### src/rtl/alu_req_scheduler.sv
`default_nettype none
// ============================================================================
// Module      : alu_req_scheduler
// Description : Two-requester round-robin front end for the ALU datapath.
// Revision    : 1.0 - initial release
// ============================================================================
module alu_req_scheduler #(
    parameter int DWIDTH  = 8,
    parameter int CWIDTH  = 4,
    parameter int ALU_LAT = 1,
    parameter int MUL_LAT = 3
) (
    input  logic              clk,
    input  logic              rst,
    input  logic              req0_valid,
    output logic              req0_ready,
    input  logic [DWIDTH-1:0] req0_opa,
    input  logic [DWIDTH-1:0] req0_opb,
    input  logic [CWIDTH-1:0] req0_cmd,
    input  logic              req0_mode,
    input  logic              req0_cin,
    input  logic              req1_valid,
    output logic              req1_ready,
    input  logic [DWIDTH-1:0] req1_opa,
    input  logic [DWIDTH-1:0] req1_opb,
    input  logic [CWIDTH-1:0] req1_cmd,
    input  logic              req1_mode,
    input  logic              req1_cin,
    output logic              rsp_valid,
    input  logic              rsp_ready,
    output logic              rsp_id,
    output logic [DWIDTH:0]   rsp_res,
    output logic              alu_ce,
    output logic [DWIDTH-1:0] alu_opa,
    output logic [DWIDTH-1:0] alu_opb,
    output logic [CWIDTH-1:0] alu_cmd,
    output logic              alu_mode,
    output logic              alu_cin,
    output logic [1:0]        alu_inp_valid,
    input  logic [DWIDTH:0]   alu_res,
    output logic              busy
);
    localparam int c_LAT_MAX = (MUL_LAT > ALU_LAT) ? MUL_LAT : ALU_LAT;
    localparam int c_CNT_W   = $clog2(c_LAT_MAX + 1);

    localparam logic [CWIDTH-1:0] c_A_INC_A   = CWIDTH'(4);
    localparam logic [CWIDTH-1:0] c_A_DEC_A   = CWIDTH'(5);
    localparam logic [CWIDTH-1:0] c_A_INC_B   = CWIDTH'(6);
    localparam logic [CWIDTH-1:0] c_A_DEC_B   = CWIDTH'(7);
    localparam logic [CWIDTH-1:0] c_A_ADD_MUL = CWIDTH'(9);
    localparam logic [CWIDTH-1:0] c_A_SH_MUL  = CWIDTH'(10);
    localparam logic [CWIDTH-1:0] c_L_NOT_A   = CWIDTH'(6);
    localparam logic [CWIDTH-1:0] c_L_NOT_B   = CWIDTH'(7);
    localparam logic [CWIDTH-1:0] c_L_SHR1_A  = CWIDTH'(8);
    localparam logic [CWIDTH-1:0] c_L_SHL1_A  = CWIDTH'(9);
    localparam logic [CWIDTH-1:0] c_L_SHR1_B  = CWIDTH'(10);
    localparam logic [CWIDTH-1:0] c_L_SHL1_B  = CWIDTH'(11);

    typedef enum logic [1:0] {
        S_IDLE  = 2'd0,
        S_ISSUE = 2'd1,
        S_WAIT  = 2'd2,
        S_RESP  = 2'd3
    } state_t;

    state_t              r_state;
    logic                r_rr_prio;
    logic                r_op_id;
    logic [c_CNT_W-1:0]  r_cnt;
    logic                r_rsp_valid;
    logic                r_rsp_id;
    logic [DWIDTH:0]     r_rsp_res;
    logic                r_alu_ce;
    logic [DWIDTH-1:0]   r_alu_opa;
    logic [DWIDTH-1:0]   r_alu_opb;
    logic [CWIDTH-1:0]   r_alu_cmd;
    logic                r_alu_mode;
    logic                r_alu_cin;
    logic [1:0]          r_alu_iv;

    logic                w_idle;
    logic                w_grant0;
    logic                w_grant1;
    logic [DWIDTH-1:0]   w_opa;
    logic [DWIDTH-1:0]   w_opb;
    logic [CWIDTH-1:0]   w_cmd;
    logic                w_mode;
    logic                w_cin;
    logic [1:0]          w_iv;
    logic [c_CNT_W-1:0]  w_lat;

    function automatic logic [1:0] f_inp_valid(input logic [CWIDTH-1:0] cmd, input logic mode);
        logic [1:0] v;
        v = 2'b11;
        if (mode) begin
            if (cmd == c_A_INC_A || cmd == c_A_DEC_A)
                v = 2'b01;
            else if (cmd == c_A_INC_B || cmd == c_A_DEC_B)
                v = 2'b10;
        end else begin
            if (cmd == c_L_NOT_A || cmd == c_L_SHR1_A || cmd == c_L_SHL1_A)
                v = 2'b01;
            else if (cmd == c_L_NOT_B || cmd == c_L_SHR1_B || cmd == c_L_SHL1_B)
                v = 2'b10;
        end
        return v;
    endfunction

    // r_rr_prio names the requester that wins when both are valid.
    assign w_idle   = rst && (r_state == S_IDLE);
    assign w_grant0 = w_idle && req0_valid && (!req1_valid || !r_rr_prio);
    assign w_grant1 = w_idle && req1_valid && (!req0_valid ||  r_rr_prio);

    assign w_opa  = w_grant1 ? req1_opa  : req0_opa;
    assign w_opb  = w_grant1 ? req1_opb  : req0_opb;
    assign w_cmd  = w_grant1 ? req1_cmd  : req0_cmd;
    assign w_mode = w_grant1 ? req1_mode : req0_mode;
    assign w_cin  = w_grant1 ? req1_cin  : req0_cin;
    assign w_iv   = f_inp_valid(w_cmd, w_mode);
    assign w_lat  = (w_mode && (w_cmd == c_A_ADD_MUL || w_cmd == c_A_SH_MUL))
                  ? c_CNT_W'(MUL_LAT) : c_CNT_W'(ALU_LAT);

    always_ff @(posedge clk) begin
        if (!rst) begin
            r_state     <= S_IDLE;
            r_rr_prio   <= 1'b0;
            r_op_id     <= 1'b0;
            r_cnt       <= '0;
            r_rsp_valid <= 1'b0;
            r_rsp_id    <= 1'b0;
            r_rsp_res   <= '0;
            r_alu_ce    <= 1'b0;
            r_alu_opa   <= '0;
            r_alu_opb   <= '0;
            r_alu_cmd   <= '0;
            r_alu_mode  <= 1'b0;
            r_alu_cin   <= 1'b0;
            r_alu_iv    <= 2'b00;
        end else begin
            case (r_state)
                S_IDLE: begin
                    if (w_grant0 || w_grant1) begin
                        // Operands go straight to the ALU registers so they are live during ISSUE.
                        r_alu_opa  <= w_opa;
                        r_alu_opb  <= w_opb;
                        r_alu_cmd  <= w_cmd;
                        r_alu_mode <= w_mode;
                        r_alu_cin  <= w_cin;
                        r_alu_iv   <= w_iv;
                        r_alu_ce   <= 1'b1;
                        r_cnt      <= w_lat;
                        r_op_id    <= w_grant1;
                        r_rr_prio  <= ~w_grant1;
                        r_state    <= S_ISSUE;
                    end
                end
                S_ISSUE: begin
                    r_state <= S_WAIT;
                end
                S_WAIT: begin
                    if (r_cnt == c_CNT_W'(1)) begin
                        r_rsp_res   <= alu_res;
                        r_rsp_id    <= r_op_id;
                        r_rsp_valid <= 1'b1;
                        r_alu_ce    <= 1'b0;
                        r_alu_iv    <= 2'b00;
                        r_state     <= S_RESP;
                    end else begin
                        r_cnt <= r_cnt - c_CNT_W'(1);
                    end
                end
                S_RESP: begin
                    if (rsp_ready) begin
                        r_rsp_valid <= 1'b0;
                        r_state     <= S_IDLE;
                    end
                end
                default: r_state <= S_IDLE;
            endcase
        end
    end

    assign req0_ready    = w_grant0;
    assign req1_ready    = w_grant1;
    assign rsp_valid     = r_rsp_valid;
    assign rsp_id        = r_rsp_id;
    assign rsp_res       = r_rsp_res;
    assign alu_ce        = r_alu_ce;
    assign alu_opa       = r_alu_opa;
    assign alu_opb       = r_alu_opb;
    assign alu_cmd       = r_alu_cmd;
    assign alu_mode      = r_alu_mode;
    assign alu_cin       = r_alu_cin;
    assign alu_inp_valid = r_alu_iv;
    assign busy          = (r_state != S_IDLE);

endmodule
`default_nettype wire

### config.mk
export PLATFORM = sky130hd
export DESIGN_NAME = alu_req_scheduler
export DESIGN_NICKNAME = d
export VERILOG_FILES = /design/src/rtl/alu_req_scheduler.sv
export SDC_FILE = /design/constraint.sdc
export NUM_CORES = 1
export LEC_CHECK = 0
export CORE_UTILIZATION = 44
export CTS_BUF_LIST = sky130_fd_sc_hd__clkbuf_8
export CTS_CLUSTER_SIZE = 12
export DETAILED_ROUTE_END_ITERATION = 7
export GPL_ROUTABILITY_DRIVEN = 0
export PLACE_DENSITY = 0.88
export SYNTH_ARGS = -nofsm -noshare
export SYNTH_HDL_FRONTEND = slang
export SYNTH_SLANG_ARGS = --single-unit
### constraint.sdc
create_clock -name clk -period 3.85 [get_ports clk]
set_input_delay 0.77 -clock clk [delete_from_list [all_inputs] [get_ports clk]]
set_output_delay 0.77 -clock clk [all_outputs]
set_load 0.005 [all_outputs]
### Word level (Yosys, flattened, before mapping)

Cells that the tools add are included.

* output and inout port bits: 39
* input bits: 58
* bits in registers: 42
* logic and storage cells: 88

* equality and inequality tests: 16
* bitwise gates (word level): 1
* $add $sub $neg: 1
* reduce and logical (&&, ||, !) cells: 29
* multiplexer cells: 27

Operator list (count)
* 2-to-1 mux 2 bit: 11
* equality test 4 x 3 -> 1 bit (second input constant): 4
* equality test 4 bit (second input constant): 4
* 2-to-1 mux 8 bit: 2
* AND reduction 3 bit: 4
* logical OR 1 bit: 10
* 2-to-1 mux 1 bit: 8
* case mux 2 bit (2 select lines): 2
* case mux 2 bit (4 select lines): 1
* logical AND 1 bit: 6
* inequality test 2 bit (second input constant): 3
* nonzero test 2 bit: 3
* equality test 2 x 1 -> 1 bit (second input constant): 2
* equality test 2 bit (second input constant): 2
* 2-to-1 mux 4 bit: 1
* case mux 1 bit (2 select lines): 2
* AND reduction 2 bit: 2
* zero test 1 bit: 3
* zero test 2 bit: 1
* inequality test 2 x 1 -> 1 bit (second input constant): 1
* subtractor 2 x 1 -> 2 bit (second input constant): 1
* inverter 1 bit: 1

### Longest topological paths before layout

Gate-level depths: netlist (run 1).

* depth in word-level cells: 13
* mapped depth: 8
* depth with buffers taken out: 6

### Worst setup path before layout (run 1)

Ideal clock, no wire load.

* path type: input -> output
* start: input port req1_valid
* end: output port req1_ready
* cell stages on the path: 4
* path buffers: 2
* data required time: 3.080 ns
* path slack: 1.760 ns
* data arrival time: 1.320 ns
* cells stage by stage: buf_4 nand4_4 inv_4 buf_6

* word-level cells in the longest chain between the ends: 2

RTL lines
* start: declaration: line 22 `input logic req1_valid,`
* logical AND 1 bit (2 in a row): line 112 `assign w_grant1 = w_idle && req1_valid && (!req0_valid || r_rr_prio);`
* end: declaration: line 23 `output logic req1_ready,`

No other way between the ends.

### Worst setup path in the final report (run 1)

* start: input port rst
* end: output port req0_ready

* word-level cells in the longest chain between the ends: 3

RTL lines
* start: declaration: line 14 `input logic rst,`
* logical AND 1 bit: line 110 `assign w_idle = rst && (r_state == S_IDLE);`
* logical AND 1 bit (2 in a row): line 111 `assign w_grant0 = w_idle && req0_valid && (!req1_valid || !r_rr_prio);`
* end: declaration: line 16 `output logic req0_ready,`

No other way between the ends.

==> results of run 1 <==
-- placed cells by master, fill, tap and decap left out, types with 5 or more instances in the layout --
master                            instances
sky130_fd_sc_hd__a222oi_1                17
sky130_fd_sc_hd__a31oi_1                  5
sky130_fd_sc_hd__nand2_1                 33
sky130_fd_sc_hd__o21ai_0                 10
sky130_fd_sc_hd__a21oi_1                 16
sky130_fd_sc_hd__clkdlybuf4s50_1         96
sky130_fd_sc_hd__ha_1                     5
sky130_fd_sc_hd__clkbuf_8                 5
sky130_fd_sc_hd__nor2_1                  26
sky130_fd_sc_hd__inv_1                    8
sky130_fd_sc_hd__dfxtp_1                 42
-- report_power, final --
part           internal [µW]  total, µW  switching, µW
combinational            353        673            321
clock                    260        423            163
sequential               525        586           60.0
total                   1140       1680            543
-- cells by family after synthesis --
family | synth area share
compound gates | 0.262
xor+xnor | 0.00902
fa+ha+maj | 0.0322
buf+inv | 0.0696
flops | 0.433
mux | 0.0219
simple gates | 0.173
-- synth_stat cells --
cell type,instances
sky130_fd_sc_hd__mux2i_1,2
sky130_fd_sc_hd__nor2_1,26
sky130_fd_sc_hd__a32oi_1,1
sky130_fd_sc_hd__o21a_1,1
sky130_fd_sc_hd__a21oi_4,1
sky130_fd_sc_hd__buf_4,2
sky130_fd_sc_hd__a311oi_1,2
sky130_fd_sc_hd__nand2_1,33
sky130_fd_sc_hd__inv_4,1
sky130_fd_sc_hd__nand2b_1,3
sky130_fd_sc_hd__a21oi_1,16
sky130_fd_sc_hd__nor4b_1,2
sky130_fd_sc_hd__nand3_1,3
sky130_fd_sc_hd__a31oi_1,5
sky130_fd_sc_hd__ha_1,5
sky130_fd_sc_hd__inv_1,8
sky130_fd_sc_hd__and2_1,1
sky130_fd_sc_hd__a211oi_1,1
sky130_fd_sc_hd__nand2b_2,1
sky130_fd_sc_hd__o22ai_1,1
sky130_fd_sc_hd__o31a_1,1
sky130_fd_sc_hd__a41oi_1,1
sky130_fd_sc_hd__o21ai_0,10
sky130_fd_sc_hd__a2bb2oi_1,2
sky130_fd_sc_hd__nand4_4,1
sky130_fd_sc_hd__o21bai_1,1
sky130_fd_sc_hd__clkbuf_1,4
sky130_fd_sc_hd__buf_2,4
sky130_fd_sc_hd__o211ai_1,3
sky130_fd_sc_hd__mux2_2,2
sky130_fd_sc_hd__buf_1,1
sky130_fd_sc_hd__o211ai_2,1
sky130_fd_sc_hd__xnor2_1,2
sky130_fd_sc_hd__nor3b_1,1
sky130_fd_sc_hd__o211a_1,1
sky130_fd_sc_hd__a221oi_2,1
sky130_fd_sc_hd__buf_6,4
sky130_fd_sc_hd__nor2b_1,3
sky130_fd_sc_hd__a32o_1,1
sky130_fd_sc_hd__a222oi_1,17
sky130_fd_sc_hd__dfxtp_1,42
-- flip-flops by register name (all words and copies together), names as in the netlist --
signal and cells:
alu_ce 1, alu_cin 1, alu_cmd 4, alu_inp_valid 2, alu_mode 1, alu_opa 8, alu_opb 8, r_cnt 2
r_op_id 1, r_rr_prio 1, r_state 2, rsp_id 1, rsp_res 9, rsp_valid 1
-- worst paths after layout --
kind              startpoint    endpoint  slack [ps]  cells past startpoint
hold reg to reg   rsp_res[2]  rsp_res[2]         460                      2
hold / removal    rsp_res[2]  rsp_res[2]         460                      2
setup / recovery         rst  req0_ready         590                      4
setup reg to reg  r_state[0]  r_state[1]        1410                      6
-- critical path, stage by stage --
cell	delay, ps
sky130_fd_sc_hd__clkdlybuf4s50_1	780
sky130_fd_sc_hd__nand3_1	200
sky130_fd_sc_hd__a21oi_4	210
sky130_fd_sc_hd__clkdlybuf4s50_1	530
-- final cells by class --
type	instances	area [µm²]
Inverter	9	36.3
Tap cell	50	62.6
Sequential cell	42	841
Clock inverter	3	68.8
Fill cell	317	1100
Timing Repair Buffer	98	976
Multi-Input combinational cell	152	966
Clock buffer	5	68.8
-- per-stage QoR --
step | instances | area (µm²) | setup WS (ps) | total power [µW] | utilization
5_1_grt | 359 | 3020 | 533 | 1780 | 0.734
6_report | 359 | 3020 | 591 | 1680 | 0.734
2_1_floorplan | 218 | 1940 | 1760 | 990 | -
3_5_place_dp | 351 | 2880 | 603 | 1260 | 0.700
4_1_cts | 359 | 3020 | 596 | 1690 | 0.734
3_3_place_gp | 351 | 2880 | 617 | 1230 | 0.700
-- metal layers --
layer | vias up | routed length, µm | GRT usage
met1 | 938 | 2270 | 0.299
li1 | 975 | - | -
met4 | 0 | 102 | 0.0911
met2 | 85 | 2850 | 0.435
met5 | - | 0 | 0
met3 | 10 | 361 | 0.0633
==> flow_results.xml, run 1 <==
<?xml version="1.0" encoding="UTF-8"?>
<metrics>
  <group name="sta">
    <metric name="hold_slack" unit="ps">458</metric>
    <metric name="grt_setup_unrepaired" unit="">no</metric>
    <metric name="fmax" unit="MHz">307</metric>
    <metric name="timing.clock.skew" unit="ps">4.31</metric>
    <metric name="slew-limit-headroom" unit="">0.331</metric>
    <metric name="hold_viol" unit="">0</metric>
    <metric name="slew_viol_final" unit="">0</metric>
    <metric name="slew_of_the_pin_with_the_lowest_slew_margin" unit="ps">1000</metric>
    <metric name="setup_violations" unit="">0</metric>
    <metric name="final_period_minus_worst_setup_slack" unit="ps">3260</metric>
    <metric name="final_setup_tns" unit="ps">0</metric>
    <metric name="finalCritPeriodShare" unit="">0.847</metric>
  </group>
  <group name="drt">
    <metric name="dr.first_iter.drc_count" unit="">205</metric>
    <metric name="routed_wl_per_cell" unit="µm">15.5</metric>
    <metric name="detailroute.via_count" unit="">2008</metric>
    <metric name="first_pass_detailed_route_iteration_total" unit="">6</metric>
    <metric name="vias_per_cell" unit="">5.59</metric>
    <metric name="route.antenna.remaining_nets" unit="">0</metric>
    <metric name="postRouteWirelength" unit="µm">5580</metric>
    <metric name="remaining_drc_errors" unit="">0</metric>
  </group>
  <group name="cts">
    <metric name="tritoncts.num_buffers" unit="">5</metric>
    <metric name="clockRootBuffer" unit="">sky130_fd_sc_hd__clkbuf_8</metric>
    <metric name="cts_max_level" unit="">2</metric>
    <metric name="insertion_delay" unit="ps">300</metric>
    <metric name="ctsHoldBuffers" unit="">0</metric>
    <metric name="cts_resized" unit="">0</metric>
    <metric name="cts_post_setup_buffers_inserted" unit="">0</metric>
    <metric name="clk_path_buf_depth" unit="">2</metric>
    <metric name="cts_tree" unit="">done</metric>
    <metric name="clkSlewWorstSetupHoldPaths" unit="ps">90</metric>
    <metric name="clock_sinks" unit="">42</metric>
  </group>
  <group name="floorplanning">
    <metric name="row_count" unit="">23</metric>
    <metric name="start_util" unit="">0.472</metric>
    <metric name="dieHeight" unit="µm">68.4</metric>
    <metric name="design.core.area" unit="µm²">4120</metric>
    <metric name="overall_die_area" unit="µm²">4680</metric>
    <metric name="dieWidth" unit="µm">68.4</metric>
    <metric name="io-pin-count" unit="">97</metric>
  </group>
  <group name="yosys">
    <metric name="synth_top_area_share" unit="">0.433</metric>
    <metric name="synth_warnings" unit="">0</metric>
    <metric name="yosys.cell_types.count" unit="">41</metric>
    <metric name="synth.ff_latch_count" unit="">42</metric>
    <metric name="synth_area_per_cell" unit="µm²">8.91</metric>
    <metric name="postSynthCellCount" unit="">218</metric>
    <metric name="seq_area_frac_synth" unit="">0.433</metric>
    <metric name="synth_top_area_cell" unit="">sky130_fd_sc_hd__dfxtp_1</metric>
    <metric name="post_syn_nets" unit="">281</metric>
    <metric name="synth_top_cells_by_area" unit="">sky130_fd_sc_hd__dfxtp_1, sky130_fd_sc_hd__a222oi_1, sky130_fd_sc_hd__nand2_1</metric>
    <metric name="synth.cell_area" unit="µm²">1940</metric>
  </group>
  <group name="global_route">
    <metric name="first_pass_grt_wire_length" unit="µm">8740</metric>
    <metric name="grt_start_max_net_pins" unit="">34</metric>
    <metric name="remaining_global_route_overflow" unit="">0</metric>
    <metric name="grt_use_total" unit="">0.252</metric>
    <metric name="grt_antenna_before_repair" unit="">0</metric>
    <metric name="via_count_of_the_first_global_routing_pass" unit="">1831</metric>
  </group>
  <group name="min_path">
    <metric name="hold_path.class" unit="">register to register</metric>
  </group>
  <group name="setup_path">
    <metric name="timing.critical_path.from_type" unit="">input port</metric>
    <metric name="end_kind" unit="">output port</metric>
    <metric name="timing_worst_setup_path_type" unit="">input port to output port</metric>
    <metric name="worst_path_arrival_time" unit="ps">2490</metric>
    <metric name="cp.required" unit="ps">3080</metric>
    <metric name="timing.critical_path.fanout_max" unit="">13</metric>
  </group>
  <group name="final_layout">
    <metric name="area_delta_synth_final" unit="%">55.5</metric>
    <metric name="insertedDiodeCount" unit="">0</metric>
    <metric name="nNetsFinal" unit="">371</metric>
    <metric name="post_route_cells_drive_above_1_share" unit="">0.0583</metric>
  </group>
  <group name="run">
    <metric name="drv_cap" unit="">0</metric>
  </group>
  <group name="power_and_ir_drop">
    <metric name="pwr_cell_area" unit="nW/µm²">557</metric>
    <metric name="power.static_leakage" unit="µW">0.00112</metric>
    <metric name="irDropWorstVdd" unit="mV">0.327</metric>
  </group>
  <group name="placed_design">
    <metric name="port_buffers" unit="">96</metric>
    <metric name="hpwl" unit="µm">3860</metric>
  </group>
  <group name="outcome">
    <metric name="run_status" unit="">finished clean</metric>
  </group>
</metrics>
(Power assumes the default switching activity.)
==> run 2, diff against run 1 <==
--- a/config.mk
+++ b/config.mk
@@ -5,12 +5,12 @@
 export SDC_FILE = /design/constraint.sdc
 export NUM_CORES = 1
 export LEC_CHECK = 0
-export CORE_UTILIZATION = 44
+export CORE_UTILIZATION = 37
 export CTS_BUF_LIST = sky130_fd_sc_hd__clkbuf_8
 export CTS_CLUSTER_SIZE = 12
 export DETAILED_ROUTE_END_ITERATION = 7
 export GPL_ROUTABILITY_DRIVEN = 0
-export PLACE_DENSITY = 0.88
+export PLACE_DENSITY = 0.79
 export SYNTH_ARGS = -nofsm -noshare
 export SYNTH_HDL_FRONTEND = slang
 export SYNTH_SLANG_ARGS = --single-unit
==> constraint.sdc (replaced) <==
create_clock -name clk -period 2.61 [get_ports clk]
set_input_delay 0.522 -clock clk [delete_from_list [all_inputs] [get_ports clk]]
set_output_delay 0.522 -clock clk [all_outputs]
set_load 0.005 [all_outputs]
==> flow_results.xml, run 2 (synthesis results as in run 1) <==
<?xml version="1.0" encoding="UTF-8"?>
<metrics>
  <group name="drt">
    <metric name="routed_wl_per_cell" unit="µm">13.7</metric>
    <metric name="vias_per_cell" unit="">5.11</metric>
    <metric name="detailroute.via_count" unit="">1978</metric>
    <metric name="route.antenna.remaining_nets" unit="">0</metric>
    <metric name="remaining_drc_errors" unit="">0</metric>
    <metric name="dr.first_iter.drc_count" unit="">152</metric>
    <metric name="postRouteWirelength" unit="µm">5300</metric>
    <metric name="first_pass_detailed_route_iteration_total" unit="">5</metric>
  </group>
  <group name="global_route">
    <metric name="grt_antenna_before_repair" unit="">0</metric>
    <metric name="grt_start_max_net_pins" unit="">34</metric>
    <metric name="grt_use_total" unit="">0.197</metric>
    <metric name="remaining_global_route_overflow" unit="">0</metric>
    <metric name="first_pass_grt_wire_length" unit="µm">8330</metric>
    <metric name="via_count_of_the_first_global_routing_pass" unit="">1794</metric>
  </group>
  <group name="cts">
    <metric name="cts_max_level" unit="">2</metric>
    <metric name="clkSlewWorstSetupHoldPaths" unit="ps">80</metric>
    <metric name="clock_sinks" unit="">42</metric>
    <metric name="cts_post_setup_buffers_inserted" unit="">0</metric>
    <metric name="clockRootBuffer" unit="">sky130_fd_sc_hd__clkbuf_8</metric>
    <metric name="clk_path_buf_depth" unit="">2</metric>
    <metric name="ctsHoldBuffers" unit="">0</metric>
    <metric name="tritoncts.num_buffers" unit="">5</metric>
    <metric name="cts_tree" unit="">done</metric>
    <metric name="cts_resized" unit="">0</metric>
    <metric name="insertion_delay" unit="ps">290</metric>
  </group>
  <group name="sta">
    <metric name="hold_viol" unit="">0</metric>
    <metric name="setup_slack" unit="ps">156</metric>
    <metric name="slew-limit-headroom" unit="">0.725</metric>
    <metric name="final_period_minus_worst_setup_slack" unit="ps">2450</metric>
    <metric name="finalCritPeriodShare" unit="">0.940</metric>
    <metric name="setup_violations" unit="">0</metric>
    <metric name="fmax" unit="MHz">407</metric>
    <metric name="slew_viol_final" unit="">0</metric>
    <metric name="final_setup_tns" unit="ps">0</metric>
    <metric name="grt_setup_unrepaired" unit="">no</metric>
    <metric name="slew_of_the_pin_with_the_lowest_slew_margin" unit="ps">412</metric>
    <metric name="timing.clock.skew" unit="ps">5.69</metric>
  </group>
  <group name="setup_path">
    <metric name="timing.critical_path.fanout_max" unit="">5</metric>
    <metric name="timing.critical_path.from_type" unit="">register</metric>
    <metric name="timing_worst_setup_path_type" unit="">register to output port</metric>
    <metric name="cp.required" unit="ps">2090</metric>
    <metric name="count_of_cells_along_the_worst_register_to_register_path" unit="">7</metric>
    <metric name="reg2reg_slack" unit="ps">740</metric>
    <metric name="worst_path_arrival_time" unit="ps">1930</metric>
    <metric name="end_kind" unit="">output port</metric>
  </group>
  <group name="outcome">
    <metric name="run_status" unit="">finished clean</metric>
  </group>
  <group name="run">
    <metric name="drv_cap" unit="">0</metric>
  </group>
  <group name="placed_design">
    <metric name="hpwl" unit="µm">3820</metric>
    <metric name="port_buffers" unit="">96</metric>
    <metric name="placement.setup.worst_slack" unit="ps">180</metric>
  </group>
  <group name="floorplanning">
    <metric name="row_count" unit="">26</metric>
    <metric name="dieWidth" unit="µm">74.4</metric>
    <metric name="design.core.area" unit="µm²">5070</metric>
    <metric name="dieHeight" unit="µm">74.4</metric>
    <metric name="io-pin-count" unit="">97</metric>
    <metric name="overall_die_area" unit="µm²">5540</metric>
    <metric name="start_util" unit="">0.383</metric>
  </group>
  <group name="min_path">
    <metric name="min_delay_path_depth" unit="">2</metric>
    <metric name="hold_path.class" unit="">register to register</metric>
  </group>
  <group name="final_layout">
    <metric name="post_route_cells_drive_above_1_share" unit="">0.0820</metric>
    <metric name="nNetsFinal" unit="">379</metric>
    <metric name="max_reg_flops" unit="">9</metric>
    <metric name="layout.cells.most_common_list" unit="">sky130_fd_sc_hd__clkdlybuf4s50_1, sky130_fd_sc_hd__dfxtp_1, sky130_fd_sc_hd__nand2_1</metric>
    <metric name="insertedDiodeCount" unit="">0</metric>
    <metric name="area_delta_synth_final" unit="%">60.1</metric>
    <metric name="layout.cells.most_common" unit="">sky130_fd_sc_hd__clkdlybuf4s50_1</metric>
  </group>
  <group name="power_and_ir_drop">
    <metric name="irDropWorstVdd" unit="mV">0.378</metric>
    <metric name="power.static_leakage" unit="µW">0.00116</metric>
    <metric name="pwr_cell_area" unit="nW/µm²">806</metric>
  </group>
</metrics>
[run 2: changes by cell type in the layout (fill, tap and decap cells not counted)]
cell	before	now
sky130_fd_sc_hd__buf_4	2	10
sky130_fd_sc_hd__clkinv_4	1	0
sky130_fd_sc_hd__clkbuf_8	5	6
[run 2: cell type report]
| cell class | instances | area [µm²] |
|---|---|---|
| clock buffer | 6 | 82.6 |
| clock inverter | 2 | 60.1 |
| fill | 457 | 1970 |
| inverter | 9 | 36.3 |
| multi-input combinational | 152 | 966 |
| sequential | 42 | 841 |
| tap | 70 | 87.6 |
| timing repair buffer | 106 | 1040 |
[run 2: worst max-delay path, stage by stage, from the launching register on]
cell                              delay, ps
sky130_fd_sc_hd__dfxtp_1                340
sky130_fd_sc_hd__inv_1                  120
sky130_fd_sc_hd__ha_1                   320
sky130_fd_sc_hd__nand3_1                160
sky130_fd_sc_hd__a21oi_4                180
sky130_fd_sc_hd__clkdlybuf4s50_1        530
[run 2: per-layer routing]
| metal | GRT usage | wire [µm] | share of wire | vias up |
|---|---|---|---|---|
| met4 | 0.0671 | 85 | 0.016 | 0 |
| li1 | - | - | - | 990 |
| met3 | 0.0474 | 273 | 0.051 | 9 |
| met2 | 0.340 | 2650 | 0.50 | 60 |
| met5 | 0 | 0 | 0 | - |
| met1 | 0.241 | 2300 | 0.43 | 919 |
[run 2: final timing paths]
check,to,from
max,req0_ready,r_state[0]
min,rsp_res[2],rsp_res[2]
max reg2reg,r_state[1],r_state[0]
min reg2reg,rsp_res[2],rsp_res[2]
[run 2: through the flow]
stage          area, µm²  std cells  utilization  hold slack (ps)  power [µW]
3_5_place_dp        2970        379        0.585              449        1880
4_1_cts             3110        387        0.613              461        2530
2_1_floorplan       1940        218            -              432        1460
6_report            3110        387        0.613              456        2510
3_3_place_gp        2970        379        0.585              441        1860
5_1_grt             3110        387        0.613              486        2670
[run 2: where the power goes]
group	internal [µW]	switching [µW]
Combinational	552	464
Clock	408	224
Sequential	775	84.1
Total	1730	773
==> run 3, diff against run 2 <==
--- a/config.mk
+++ b/config.mk
@@ -10,7 +10,8 @@
 export CTS_CLUSTER_SIZE = 12
 export DETAILED_ROUTE_END_ITERATION = 7
 export GPL_ROUTABILITY_DRIVEN = 0
-export PLACE_DENSITY = 0.79
+export PLACE_DENSITY = 0.78
 export SYNTH_ARGS = -nofsm -noshare
 export SYNTH_HDL_FRONTEND = slang
 export SYNTH_SLANG_ARGS = --single-unit
+export TNS_END_PERCENT = 20
==> flow_results.xml, run 3 (synthesis results as in run 1) <==
<?xml version="1.0" encoding="UTF-8"?>
<metrics>
  <group name="final_layout">
    <metric name="area_delta_synth_final" unit="%">58.4</metric>
    <metric name="nNetsFinal" unit="">379</metric>
    <metric name="max_reg_flops" unit="">9</metric>
    <metric name="post_route_cells_drive_above_1_share" unit="">0.0820</metric>
    <metric name="layout.cells.most_common_list" unit="">sky130_fd_sc_hd__clkdlybuf4s50_1, sky130_fd_sc_hd__dfxtp_1, sky130_fd_sc_hd__nand2_1</metric>
    <metric name="layout.cells.most_common" unit="">sky130_fd_sc_hd__clkdlybuf4s50_1</metric>
    <metric name="fillers" unit="">470</metric>
    <metric name="insertedDiodeCount" unit="">0</metric>
  </group>
  <group name="cts">
    <metric name="cts_max_level" unit="">2</metric>
    <metric name="cts_tree" unit="">done</metric>
    <metric name="cts_post_setup_buffers_inserted" unit="">0</metric>
    <metric name="clkSlewWorstSetupHoldPaths" unit="ps">80</metric>
    <metric name="clockRootBuffer" unit="">sky130_fd_sc_hd__clkbuf_8</metric>
    <metric name="tritoncts.num_buffers" unit="">5</metric>
    <metric name="clock_sinks" unit="">42</metric>
    <metric name="ctsHoldBuffers" unit="">0</metric>
    <metric name="insertion_delay" unit="ps">290</metric>
    <metric name="clk_path_buf_depth" unit="">2</metric>
    <metric name="cts_resized" unit="">0</metric>
  </group>
  <group name="floorplanning">
    <metric name="io-pin-count" unit="">97</metric>
    <metric name="dieWidth" unit="µm">74.4</metric>
    <metric name="overall_die_area" unit="µm²">5540</metric>
    <metric name="design.core.area" unit="µm²">5070</metric>
    <metric name="start_util" unit="">0.383</metric>
    <metric name="dieHeight" unit="µm">74.4</metric>
    <metric name="row_count" unit="">26</metric>
  </group>
  <group name="sta">
    <metric name="fmax" unit="MHz">401</metric>
    <metric name="final_setup_tns" unit="ps">0</metric>
    <metric name="finalCritPeriodShare" unit="">0.956</metric>
    <metric name="final_period_minus_worst_setup_slack" unit="ps">2500</metric>
    <metric name="slew_viol_final" unit="">0</metric>
    <metric name="hold_viol" unit="">0</metric>
    <metric name="grt_setup_unrepaired" unit="">no</metric>
    <metric name="timing.clock.skew" unit="ps">6.33</metric>
    <metric name="slew_of_the_pin_with_the_lowest_slew_margin" unit="ps">615</metric>
    <metric name="setup_violations" unit="">0</metric>
    <metric name="slew-limit-headroom" unit="">0.590</metric>
  </group>
  <group name="setup_path">
    <metric name="reg2reg_from" unit="">r_state[0]</metric>
    <metric name="timing_worst_setup_path_type" unit="">input port to output port</metric>
    <metric name="timing.critical_path.from_type" unit="">input port</metric>
    <metric name="timing.critical_path.fanout_max" unit="">4</metric>
    <metric name="reg2reg_slack" unit="ps">780</metric>
    <metric name="count_of_cells_along_the_worst_register_to_register_path" unit="">7</metric>
    <metric name="critical_path.reg2reg.endpoint" unit="">r_state[1]</metric>
    <metric name="worst_path_arrival_time" unit="ps">1970</metric>
    <metric name="cp.required" unit="ps">2090</metric>
    <metric name="end_kind" unit="">output port</metric>
  </group>
  <group name="drt">
    <metric name="remaining_drc_errors" unit="">0</metric>
    <metric name="route.antenna.remaining_nets" unit="">0</metric>
    <metric name="dr.first_iter.drc_count" unit="">137</metric>
    <metric name="postRouteWirelength" unit="µm">5320</metric>
    <metric name="first_pass_detailed_route_iteration_total" unit="">5</metric>
    <metric name="vias_per_cell" unit="">5.18</metric>
    <metric name="detailroute.via_count" unit="">2006</metric>
    <metric name="routed_wl_per_cell" unit="µm">13.8</metric>
  </group>
  <group name="min_path">
    <metric name="hold_path.class" unit="">register to register</metric>
    <metric name="hold_start" unit="">rsp_res[1]</metric>
    <metric name="min_delay_path_depth" unit="">2</metric>
    <metric name="timing.hold.worst_endpoint" unit="">rsp_res[1]</metric>
  </group>
  <group name="global_route">
    <metric name="grt_antenna_before_repair" unit="">0</metric>
    <metric name="remaining_global_route_overflow" unit="">0</metric>
    <metric name="first_pass_grt_wire_length" unit="µm">8330</metric>
    <metric name="grt_start_max_net_pins" unit="">25</metric>
    <metric name="via_count_of_the_first_global_routing_pass" unit="">1818</metric>
    <metric name="grt_use_total" unit="">0.194</metric>
  </group>
  <group name="placed_design">
    <metric name="hpwl" unit="µm">3880</metric>
    <metric name="port_buffers" unit="">96</metric>
  </group>
  <group name="power_and_ir_drop">
    <metric name="irDropWorstVdd" unit="mV">0.356</metric>
    <metric name="pwr_cell_area" unit="nW/µm²">770</metric>
    <metric name="total_power" unit="µW">2370</metric>
    <metric name="power.static_leakage" unit="µW">0.00115</metric>
  </group>
  <group name="outcome">
    <metric name="run_status" unit="">finished clean</metric>
  </group>
  <group name="run">
    <metric name="drv_cap" unit="">0</metric>
  </group>
</metrics>
[run 3: changes by cell type in the layout (fill, tap and decap cells not counted)]
cell,before,now
sky130_fd_sc_hd__clkinv_2,0,2
sky130_fd_sc_hd__bufinv_16,2,1
sky130_fd_sc_hd__clkbuf_8,6,5
[run 3: how the worst max path moves through the flow]
| stage | from | endpoint | slack (ps) | cells after the start |
|---|---|---|---|---|
| finish | rst | req0_ready | 110 | 4 |
| floorplan | r_state[0] | req0_ready | 800 | 6 |
| CTS | rst | req0_ready | 100 | 4 |
| detailed placement | rst | req0_ready | 110 | 4 |
| global placement | rst | req0_ready | 130 | 4 |
| global route | rst | req0_ready | 70 | 4 |
[run 3: power by group]
group / switching (µW) / internal, µW
Clock: 221 / 282
Combinational: 464 / 544
Sequential: 83.4 / 775
[run 3: layout make-up]
class / instances / area (µm²) / share of cell area
multi-input combinational: 152 / 966 / 0.314
clock buffer: 5 / 68.8 / 0.0224
timing repair buffer: 106 / 1040 / 0.337
inverter: 9 / 36.3 / 0.0118
sequential: 42 / 841 / 0.273
clock inverter: 3 / 40.0 / 0.0130
tap: 70 / 87.6 / 0.0285
[run 3: metrics by stage]
step | hold WS [ps] | setup slack (ps) | instance area, µm² | util | instances
after CTS | 459 | 102 | 3080 | 0.606 | 387
after floorplan | 432 | 801 | 1940 | - | 218
final | 456 | 114 | 3080 | 0.606 | 387
after global placement | 441 | 134 | 2970 | 0.585 | 379
after global routing | 476 | 73.3 | 3080 | 0.606 | 387
after detailed placement | 447 | 113 | 2970 | 0.585 | 379
[run 3: critical path: stages]
cell and delay (ps):
sky130_fd_sc_hd__clkdlybuf4s50_1 570, sky130_fd_sc_hd__nand3_1 160, sky130_fd_sc_hd__a21oi_4 180, sky130_fd_sc_hd__clkdlybuf4s50_1 540
[run 3: layer usage]
layer  wire, µm  global-route usage
met5          0                   0
met4         61              0.0671
met3        350              0.0447
met2       2590               0.326
met1       2320               0.243
